**src/rtl/parking_gate_controller.sv**
```systemverilog
// parking_gate_controller: drives the parking barrier from the upstream access
// FSM state code and the lane sensors, and tracks lot occupancy.
// Optional feature macro: PARKING_LOCKOUT_EN. When it is defined, repeated
// wrong-password attempts lock out entry for LOCKOUT_CYCLES clocks.
module parking_gate_controller #(
  parameter int CAPACITY       = 8,
  parameter int CNT_W          = 4,
  parameter int OPEN_CYCLES    = 16,
  parameter int MAX_WRONG      = 3,
  parameter int LOCKOUT_CYCLES = 64
) (
  input  logic             clock,
  input  logic             reset,
  input  logic [2:0]       fsm_state,
  input  logic             back_sensor,
  input  logic             exit_sensor,
  output logic             gate_open,
  output logic [CNT_W-1:0] occupancy,
  output logic             full,
  output logic             reject,
  output logic             lockout
);

  typedef enum logic [1:0] {
    GATE_CLOSED   = 2'b00,
    GATE_OPEN_IN  = 2'b01,
    GATE_OPEN_OUT = 2'b10
  } gate_state_t;

  localparam logic [2:0]       ST_RIGHT    = 3'b010;
  localparam int               TMR_W       = (OPEN_CYCLES > 2) ? $clog2(OPEN_CYCLES) : 1;
  localparam logic [TMR_W-1:0] OPEN_LAST_C = TMR_W'(OPEN_CYCLES - 1);
  localparam logic [CNT_W-1:0] CAP_C       = CNT_W'(CAPACITY);

  // Reject parameter sets the counters cannot represent.
  if ((2 ** CNT_W) <= CAPACITY || OPEN_CYCLES < 2 || MAX_WRONG < 1 || LOCKOUT_CYCLES < 1) begin : g_bad_cfg
    $error("parking_gate_controller: invalid parameter set");
  end

  gate_state_t      state_r, state_nxt_s;
  logic [2:0]       prev_state_r;
  logic             entry_pend_r, pend_nxt_s;
  logic [TMR_W-1:0] timer_r, timer_nxt_s;
  logic [CNT_W-1:0] occupancy_r, occ_nxt_s;
  logic             gate_open_r, full_r, reject_r, reject_nxt_s;
  logic             grant_edge_s, entry_req_s, lockout_s;

  assign grant_edge_s = (fsm_state == ST_RIGHT) && (prev_state_r != ST_RIGHT);
  // A fresh grant is acted on in the same cycle so the barrier opens one clock after the edge.
  assign entry_req_s  = entry_pend_r | grant_edge_s;

  // Gate FSM next state, passage timer, occupancy update and reject decision.
  always_comb begin
    state_nxt_s  = state_r;
    timer_nxt_s  = timer_r;
    occ_nxt_s    = occupancy_r;
    pend_nxt_s   = entry_req_s;
    reject_nxt_s = 1'b0;
    case (state_r)
      GATE_CLOSED: begin
        if (entry_req_s && (occupancy_r < CAP_C) && !lockout_s) begin
          state_nxt_s = GATE_OPEN_IN;
          timer_nxt_s = '0;
          pend_nxt_s  = 1'b0;
        end else if (entry_req_s) begin
          reject_nxt_s = 1'b1;
          pend_nxt_s   = 1'b0;
        end else if (exit_sensor && (occupancy_r != '0)) begin
          state_nxt_s = GATE_OPEN_OUT;
          timer_nxt_s = '0;
          occ_nxt_s   = occupancy_r - CNT_W'(1);
        end else begin
          state_nxt_s = GATE_CLOSED;
        end
      end
      GATE_OPEN_IN: begin
        if (back_sensor) begin
          state_nxt_s = GATE_CLOSED;
          if (occupancy_r < CAP_C) begin
            occ_nxt_s = occupancy_r + CNT_W'(1);
          end else begin
            occ_nxt_s = occupancy_r;
          end
        end else if (timer_r == OPEN_LAST_C) begin
          // Car never passed the sensor: close without counting it.
          state_nxt_s = GATE_CLOSED;
        end else begin
          timer_nxt_s = timer_r + TMR_W'(1);
        end
      end
      GATE_OPEN_OUT: begin
        if (timer_r == OPEN_LAST_C) begin
          state_nxt_s = GATE_CLOSED;
        end else begin
          timer_nxt_s = timer_r + TMR_W'(1);
        end
      end
      default: begin
        state_nxt_s = GATE_CLOSED;
        timer_nxt_s = '0;
        pend_nxt_s  = 1'b0;
      end
    endcase
  end

  // Register gate state and all gate-related outputs.
  always_ff @(posedge clock or posedge reset) begin
    if (reset) begin
      state_r      <= GATE_CLOSED;
      prev_state_r <= 3'b000;
      entry_pend_r <= 1'b0;
      timer_r      <= '0;
      occupancy_r  <= '0;
      gate_open_r  <= 1'b0;
      full_r       <= 1'b0;
      reject_r     <= 1'b0;
    end else begin
      state_r      <= state_nxt_s;
      prev_state_r <= fsm_state;
      entry_pend_r <= pend_nxt_s;
      timer_r      <= timer_nxt_s;
      occupancy_r  <= occ_nxt_s;
      gate_open_r  <= (state_nxt_s != GATE_CLOSED);
      full_r       <= (occ_nxt_s == CAP_C);
      reject_r     <= reject_nxt_s;
    end
  end

  assign gate_open = gate_open_r;
  assign occupancy = occupancy_r;
  assign full      = full_r;
  assign reject    = reject_r;

`ifdef PARKING_LOCKOUT_EN
  localparam logic [2:0] ST_WRONG    = 3'b011;
  localparam int         WC_W        = ($clog2(MAX_WRONG + 1) < 2) ? 2 : $clog2(MAX_WRONG + 1);
  localparam int         LT_W        = (LOCKOUT_CYCLES > 2) ? $clog2(LOCKOUT_CYCLES) : 1;
  localparam logic [WC_W-1:0] WRONG_LAST_C = WC_W'(MAX_WRONG - 1);
  localparam logic [WC_W-1:0] WRONG_MAX_C  = WC_W'(MAX_WRONG);
  localparam logic [LT_W-1:0] LOCK_LAST_C  = LT_W'(LOCKOUT_CYCLES - 1);

  logic            wrong_edge_s;
  logic [WC_W-1:0] wrong_cnt_r, wrong_cnt_nxt_s;
  logic [LT_W-1:0] lock_tmr_r, lock_tmr_nxt_s;
  logic            lockout_r, lockout_nxt_s;

  assign wrong_edge_s = (fsm_state == ST_WRONG) && (prev_state_r != ST_WRONG);

  // Wrong-attempt counting and lockout timing; grants during lockout leave the count alone.
  always_comb begin
    wrong_cnt_nxt_s = wrong_cnt_r;
    lock_tmr_nxt_s  = lock_tmr_r;
    lockout_nxt_s   = lockout_r;
    if (lockout_r) begin
      if (lock_tmr_r == LOCK_LAST_C) begin
        lockout_nxt_s   = 1'b0;
        wrong_cnt_nxt_s = '0;
        lock_tmr_nxt_s  = '0;
      end else begin
        lock_tmr_nxt_s = lock_tmr_r + LT_W'(1);
      end
    end else if (grant_edge_s) begin
      wrong_cnt_nxt_s = '0;
    end else if (wrong_edge_s) begin
      if (wrong_cnt_r >= WRONG_LAST_C) begin
        wrong_cnt_nxt_s = WRONG_MAX_C;
        lockout_nxt_s   = 1'b1;
        lock_tmr_nxt_s  = '0;
      end else begin
        wrong_cnt_nxt_s = wrong_cnt_r + WC_W'(1);
      end
    end else begin
      wrong_cnt_nxt_s = wrong_cnt_r;
    end
  end

  // Register lockout state.
  always_ff @(posedge clock or posedge reset) begin
    if (reset) begin
      wrong_cnt_r <= '0;
      lock_tmr_r  <= '0;
      lockout_r   <= 1'b0;
    end else begin
      wrong_cnt_r <= wrong_cnt_nxt_s;
      lock_tmr_r  <= lock_tmr_nxt_s;
      lockout_r   <= lockout_nxt_s;
    end
  end

  assign lockout_s = lockout_r;
  assign lockout   = lockout_r;
`else
  assign lockout_s = 1'b0;
  assign lockout   = 1'b0;
`endif

endmodule

```
**config.mk**
```make
export PLATFORM = sky130hd
export DESIGN_NAME = parking_gate_controller
export DESIGN_NICKNAME = d
export VERILOG_FILES = /design/src/rtl/parking_gate_controller.sv
export SDC_FILE = /design/constraint.sdc
export NUM_CORES = 1
export LEC_CHECK = 0
export ABC_AREA = 1
export BUFFER_PORTS_ARGS = -buffer_cell sky130_fd_sc_hd__buf_4
export CAP_MARGIN = 15
export CELL_PAD_IN_SITES_DETAIL_PLACEMENT = 0
export CELL_PAD_IN_SITES_GLOBAL_PLACEMENT = 1
export CORE_UTILIZATION = 41
export DETAILED_ROUTE_END_ITERATION = 12
export HOLD_SLACK_MARGIN = 0.12
export PLACE_DENSITY = 0.85
export SKIP_LAST_GASP = 1
export SLEW_MARGIN = 20
export SYNTH_ARGS = -nofsm -noshare
export SYNTH_HDL_FRONTEND = slang
export SYNTH_SLANG_ARGS = --single-unit
```
**constraint.sdc**
```tcl
create_clock -name clock -period 1.8 [get_ports clock]
set_input_delay 0.09 -clock clock [delete_from_list [all_inputs] [get_ports clock]]
set_output_delay 0.09 -clock clock [all_outputs]
set_load 0.05 [all_outputs]
```
==> results of run 1 <==
## synth_stat cells (2+ instances only)
master and number:
inv_1 18, dfrtp_1 17, nand2_1 40, inv_2 5
nand2_2 5, nand3_1 10, o211ai_1 2, nor2_2 3
nand2_4 2, o21ai_1 6, a21oi_1 2, nand3_2 6
nor2_1 6, ha_1 7
## final cells by class
| cell class | instances | area [µm²] | area share |
|---|---|---|---|
| clock buffer | 3 | 22.5 | 0.0171 |
| clock inverter | 1 | 5.00 | 0.00380 |
| inverter | 24 | 90.1 | 0.0683 |
| multi-input combinational | 98 | 586 | 0.444 |
| sequential | 17 | 425 | 0.323 |
| tap | 30 | 37.5 | 0.0285 |
| timing repair buffer | 19 | 153 | 0.116 |
## metrics by stage
stage	utilization	total power, mW	setup slack, ns	hold slack, ns
floorplan	-	1.63	0.0716	0.0161
global placement	0.494	1.92	0.224	0.210
detailed placement	0.494	1.94	0.190	0.213
CTS	0.521	2.16	0.159	0.223
global route	0.523	2.36	0.0302	0.279
finish	0.523	2.14	0.173	0.232
## routing by layer
metal	up-vias	share of wire	wire, µm
li1	480	-	-
met1	412	0.47	1010
met2	15	0.49	1060
met3	2	0.039	83
met4	0	0.0033	7
met5	-	0	0
## kinds of logic after synthesis
logic type               share of synthesized area
AND/OR/NAND/NOR                              0.363
buffers and inverters                       0.0976
other                                      0.00336
XOR/XNOR                                   0.00786
AO/OA/AOI/OAI                               0.0685
flip-flops                                   0.382
adder cells (fa/ha/maj)                     0.0786
## power by group through the flow
stage,clock [mW],sequential (mW),combinational [mW]
floorplan,0,0.858,0.769
global placement,0,0.625,1.30
detailed placement,0,0.627,1.31
CTS,0.216,0.620,1.32
global route,0.234,0.644,1.49
finish,0.204,0.623,1.31
## what timing repair did
action / CTS / global route
resized for setup: 0 / 1
hold buffers: 4 / 0
endpoints found under the setup margin: 0 / 1
endpoints found under the hold margin: 20 / 0
## worst min-delay path by stage
stage | from | to | slack [ns] | depth (start not counted)
CTS | exit_sensor | occupancy[2]$_DFF_PP0_ | 0.22 | 6
finish | exit_sensor | occupancy[2]$_DFF_PP0_ | 0.23 | 6
global route | exit_sensor | occupancy[2]$_DFF_PP0_ | 0.28 | 6
floorplan | reset | entry_pend_r$_DFF_PP0_ | 0.02 | 1
detailed placement | fsm_state[1] | prev_state_r[1]$_DFF_PP0_ | 0.21 | 1
global placement | reset | reject$_DFF_PP0_ | 0.21 | 2
## sequential cells by signal, indices dropped and copies added, names as in the netlist
signal / cells
prev_state_r: 3
occupancy: 4
full: 1
entry_pend_r: 1
reject: 1
state_r: 2
gate_open: 1
timer_r: 4
## tightest hold or removal path, delay by kind of cell
family | cells | cell delay [ns]
and+or+nand+nor | 5 | 0.31
buffers and inverters | 1 | 0.10
==> impl_metrics.yaml, run 1 <==
run_status:
  status: "finished clean"
finish:
  layout-drive-gt1-share: 0.272
  nets: 177
  n_fill_cell: 261
  mostFrequentLayoutCell: "nand2_1"
  fin_area_um2: 1320
  syn2layout_area_growth_pct: 18.3
  instances_no_fill: 192
  n_antenna_cell: 0
  final_cell_mix: "nand2_1 (40), inv_1 (18), dfrtp_1 (17)"
clock_network:
  cts_tree: "done"
  clock_latency_ns: 0.29
  htreeDepth: 1
  ctsRootBufferMaster: "clkbuf_4"
  cts_made_buffers: 3
  cts.sinks: 17
  postCtsSetupRepairBufs: 0
  clock_path_buffers: 2
  cts.clk_slew.worst_paths_ns: 0.10
critical_path:
  slowest_delay_ns: 0.44
  cp.depth: 10
  crit_chain: "inv_1 -> ha_1 -> nand2_1 -> nor2_4 -> inv_1 -> a21oi_1 -> nand3_1 -> nand2_1 -> nand3_2 -> nor2_2"
  reg2reg_to: "full$_DFF_PP0_"
  regToRegSetupSlack_ns: 0.17
  crit_start: "state_r[1]$_DFF_PP0_"
  critical-path-slowest-cell: "dfrtp_1"
  cp_max_fo: 5
  crit_family: "simple AND/OR/NAND/NOR gates"
  cp.required_ns: 2.03
  start_kind: "flip-flop"
  path_class: "flip-flop to flip-flop"
  crit_arrival_ns: 1.86
  crit_end: "full$_DFF_PP0_"
  rr_worst_depth: 10
  reg2reg_from: "state_r[1]$_DFF_PP0_"
  critical_path.endpoint_type: "flip-flop"
  critPathBufInv: 2
synth:
  synthArstFlopShare: 1.00
  synth_cell_types: 26
  synth_top_cells_by_area: "dfrtp_1 (38%), nand2_1 (13%), ha_1 (7.9%), inv_1 (6.1%), nand3_2 (5.4%)"
  synth_seq_cells: 17
  avgSynthCellArea_um2: 7.91
  synth_warnings: 0
  synth_cells: 141
  synth_nets: 155
  netlist.area_leader.share: 0.382
  synth_top_flop_cell: "dfrtp_1"
  synth_largest_area_cell: "dfrtp_1"
  synth_area_um2: 1110
  ys_seq_area_frac: 0.382
  synth-edff-count: 0
grt:
  antenna_found_initial: 0
  grt_first_pass_wirelength_mm: 3.89
  use_met1: 0.232
  grt_overflow: 0
  grt_use_met2: 0.323
  grt_max_degree: 18
  met3_usage: 0.0452
  grt_use_total: 0.185
  grt_pass1_vias: 916
  grt.busiest_layer: "met2"
floorplanning:
  ios: 15
  die-area_um2: 2930
  die_h_um: 54.1
  rows: 18
  fp.dieW_um: 54.1
  core_area_um2: 2520
  start_util: 0.442
placement:
  dpl_cell_area_um2: 1250
  place_congestion: 0.892
  placed_cells: 184
  dp_hpwl_mm: 1.66
  io_buffers: 13
power_and_ir_drop:
  swShare: 0.523
  power_density_nw_per_um2: 1620
  p_switching_mw: 1.12
  power_frac_comb: 0.614
  vdd_drop_max_mv: 1.20
  p_clk_frac: 0.095
  p_seq_frac: 0.291
  cellLeakagePower_nw: 0.725
  internal-power_mw: 1.02
detailed_routing:
  drt_first_pass_iters: 4
  drt_first_iter_violations: 17
  wl_mm: 2.15
  viasPerCell: 4.73
  route.detailed.drc: 0
  wire_per_inst_um: 11.2
  dr_total_vias: 909
  postRouteAntennaNets: 0
sta:
  finalMaxSlewViolations: 0
  tightest_slew_ns: 0.642
  slew_headroom: 0.571
  finalClockSkew_ns: 0.00177
  fin_setup_tns_ns: 0
  finalCritPeriodShare: 0.904
  rsz0062_at_grt: "false"
  setup_viol: 0
  period_needed_ns: 1.63
  fmax_mhz: 615
  final_hold_viol_count: 0
flow_run:
  cap_violations: 0
worst_hold_path:
  hold_path_class: "input port to flip-flop"
(Power assumes the default switching activity.)
==> run 2, diff against run 1 <==
--- a/config.mk
+++ b/config.mk
@@ -10,12 +10,13 @@
 export CAP_MARGIN = 15
 export CELL_PAD_IN_SITES_DETAIL_PLACEMENT = 0
 export CELL_PAD_IN_SITES_GLOBAL_PLACEMENT = 1
-export CORE_UTILIZATION = 41
+export CORE_UTILIZATION = 37
 export DETAILED_ROUTE_END_ITERATION = 12
 export HOLD_SLACK_MARGIN = 0.12
-export PLACE_DENSITY = 0.85
+export PLACE_DENSITY = 0.81
 export SKIP_LAST_GASP = 1
 export SLEW_MARGIN = 20
 export SYNTH_ARGS = -nofsm -noshare
 export SYNTH_HDL_FRONTEND = slang
 export SYNTH_SLANG_ARGS = --single-unit
+export TNS_END_PERCENT = 20
==> constraint.sdc (replaced) <==
create_clock -name clock -period 1.44 [get_ports clock]
set_input_delay 0.072 -clock clock [delete_from_list [all_inputs] [get_ports clock]]
set_output_delay 0.072 -clock clock [all_outputs]
set_load 0.05 [all_outputs]
==> run 2 against run 1 <==
Net effect:
- global-route usage down 2.5 points
- core utilization rose by 3.0 points
- register-to-register slack worse by 0.16 ns
- sequential cell count unchanged
- first-iteration DRC count is 47% lower
- clock skew hardly changed
- critical path depth is 2 lower
- combinational power is 63% higher
- clock-buffer cell count stayed put
- worst setup slack got worse by 0.16 ns
- die area is 10% higher
- worst hold slack worse by 0.011 ns
- critical path type unchanged
- largest cell class unchanged
- largest power group unchanged
==> impl_metrics.yaml, run 2 (synthesis gave the netlist of run 1 again) <==
critical_path:
  crit_family: "flip-flops"
  crit_arrival_ns: 1.66
  slowest_delay_ns: 0.45
  critPathBufInv: 1
  crit_chain: "ha_4 -> inv_1 -> nand2_1 -> a21oi_2 -> nand3_2 -> nand2_2 -> nand3_2 -> nor2_2"
  cp.required_ns: 1.67
  cpMostUsedCell: "nand3_2"
  start_kind: "flip-flop"
  cp_max_fo: 4
  critical_path.endpoint_type: "flip-flop"
  critical-path-slowest-cell: "dfrtp_2"
  path_class: "flip-flop to flip-flop"
sta:
  setup_viol: 0
  tightest_slew_ns: 0.620
  fin_setup_tns_ns: 0
  rsz0062_at_grt: "true"
  slew_headroom: 0.586
  final_hold_viol_count: 0
  period_needed_ns: 1.43
  fmax_mhz: 701
  finalClockSkew_ns: 0.00128
  finalCritPeriodShare: 0.991
  finalMaxSlewViolations: 0
grt:
  grt_overflow: 0
  grt_pass1_vias: 930
  grt_use_total: 0.160
  grt_max_degree: 18
  met3_usage: 0.0530
  use_met1: 0.201
  grt_first_pass_wirelength_mm: 4.03
  antenna_found_initial: 0
  grt_use_met2: 0.272
  grt.busiest_layer: "met2"
clock_network:
  ctsRootBufferMaster: "clkbuf_4"
  cts_tree: "done"
  cts_made_buffers: 3
  clock_path_buffers: 2
  htreeDepth: 1
  clock_latency_ns: 0.29
  cts.clk_slew.worst_paths_ns: 0.10
  cts.sinks: 17
floorplanning:
  die-area_um2: 3240
  start_util: 0.397
  core_area_um2: 2810
  die_h_um: 56.9
  ios: 15
  fp.dieW_um: 56.9
  rows: 19
detailed_routing:
  wire_per_inst_um: 11.6
  dr_total_vias: 980
  drt_first_pass_iters: 4
  viasPerCell: 4.76
  postRouteAntennaNets: 0
  route.detailed.drc: 0
  drt_first_iter_violations: 9
  wl_mm: 2.40
placement:
  placed_cells: 191
  dpl_cell_area_um2: 1320
  io_buffers: 13
  dp_hpwl_mm: 1.71
  place_congestion: 0.845
finish:
  nets: 190
  n_antenna_cell: 0
  fin_area_um2: 1550
  mostFrequentLayoutCell: "nand2_1"
  final_cell_mix: "nand2_1 (35), buf_4 (28), inv_1 (13)"
  fin_util: 0.553
  instances_no_fill: 206
  syn2layout_area_growth_pct: 39.1
  layout-drive-gt1-share: 0.486
flow_run:
  cap_violations: 0
power_and_ir_drop:
  cellLeakagePower_nw: 0.812
  vdd_drop_max_mv: 0.808
  power_density_nw_per_um2: 2060
run_status:
  status: "finished clean"
worst_hold_path:
  hold_path_class: "input port to flip-flop"
[run 2: cell types whose count changed in the layout (fill, tap and decap cells not counted), moves of 3 or more]
cell / previous run / this run
buf_4: 15 / 28
dfrtp_1: 17 / 12
dfrtp_2: 0 / 5
ha_1: 7 / 3
ha_4: 0 / 3
inv_1: 18 / 13
inv_4: 0 / 3
nand2_1: 40 / 35
nand2_2: 5 / 8
nand3_1: 10 / 6
nand3_2: 6 / 9
[run 2: tightest hold or removal path: stages]
cell	delay, ns
buf_4	0.10
nand3_1	0.08
nand2_1	0.06
nand2_1	0.06
nand3_2	0.06
nand2_2	0.05
[run 2: worst paths after layout]
path                                        start                      to  slack, ns  cells after the start
setup / recovery             state_r[0]$_DFF_PP0_          full$_DFF_PP0_       0.01                      8
hold / removal                        exit_sensor  occupancy[2]$_DFF_PP0_       0.22                      6
setup reg to reg             state_r[0]$_DFF_PP0_          full$_DFF_PP0_       0.01                      8
hold reg to reg            timer_r[1]$_DFFE_PP0P_  timer_r[1]$_DFFE_PP0P_       0.56                      2
max in group asynchronous                   reset    state_r[0]$_DFF_PP0_       0.58                      3
min in group asynchronous                   reset  timer_r[0]$_DFFE_PP0P_       0.42                      3
[run 2: metal layers]
metal,wire length (µm),vias to the layer above
li1,-,509
met2,1270,14
met3,75,2
met1,1040,455
met5,0,-
met4,8,0
[run 2: cell type report]
class | instances | area [µm²]
Inverter | 24 | 97.6
Multi-Input combinational cell | 98 | 704
Clock buffer | 3 | 22.5
Clock inverter | 1 | 5.00
Timing Repair Buffer | 32 | 250
Tap cell | 31 | 38.8
Sequential cell | 17 | 432
Fill cell | 255 | 1250
[run 2: report_power, final]
| part | switching, mW | internal, mW |
|---|---|---|
| Combinational | 1.29 | 0.846 |
| Clock | 0.153 | 0.103 |
| Sequential | 0.164 | 0.634 |
| Total | 1.60 | 1.58 |
[run 2: what timing repair did]
item                                   CTS  global route
setup buffers                            1             6
pin swaps                                1            10
hold buffers                             4             0
endpoints found under the hold margin   20             0
setup endpoints to repair                5            10
cloned                                   0             0
resized for setup                        0            30
[run 2: per-stage QoR]
stage | total power [mW] | hold slack, ns | setup slack, ns
after floorplan | 2.10 | -0.00221 | -0.0144
after global placement | 2.57 | 0.189 | -0.0607
after detailed placement | 2.58 | 0.197 | -0.0866
after CTS | 2.87 | 0.204 | -0.0605
after global routing | 3.48 | 0.262 | -0.0927
final | 3.19 | 0.221 | 0.0137
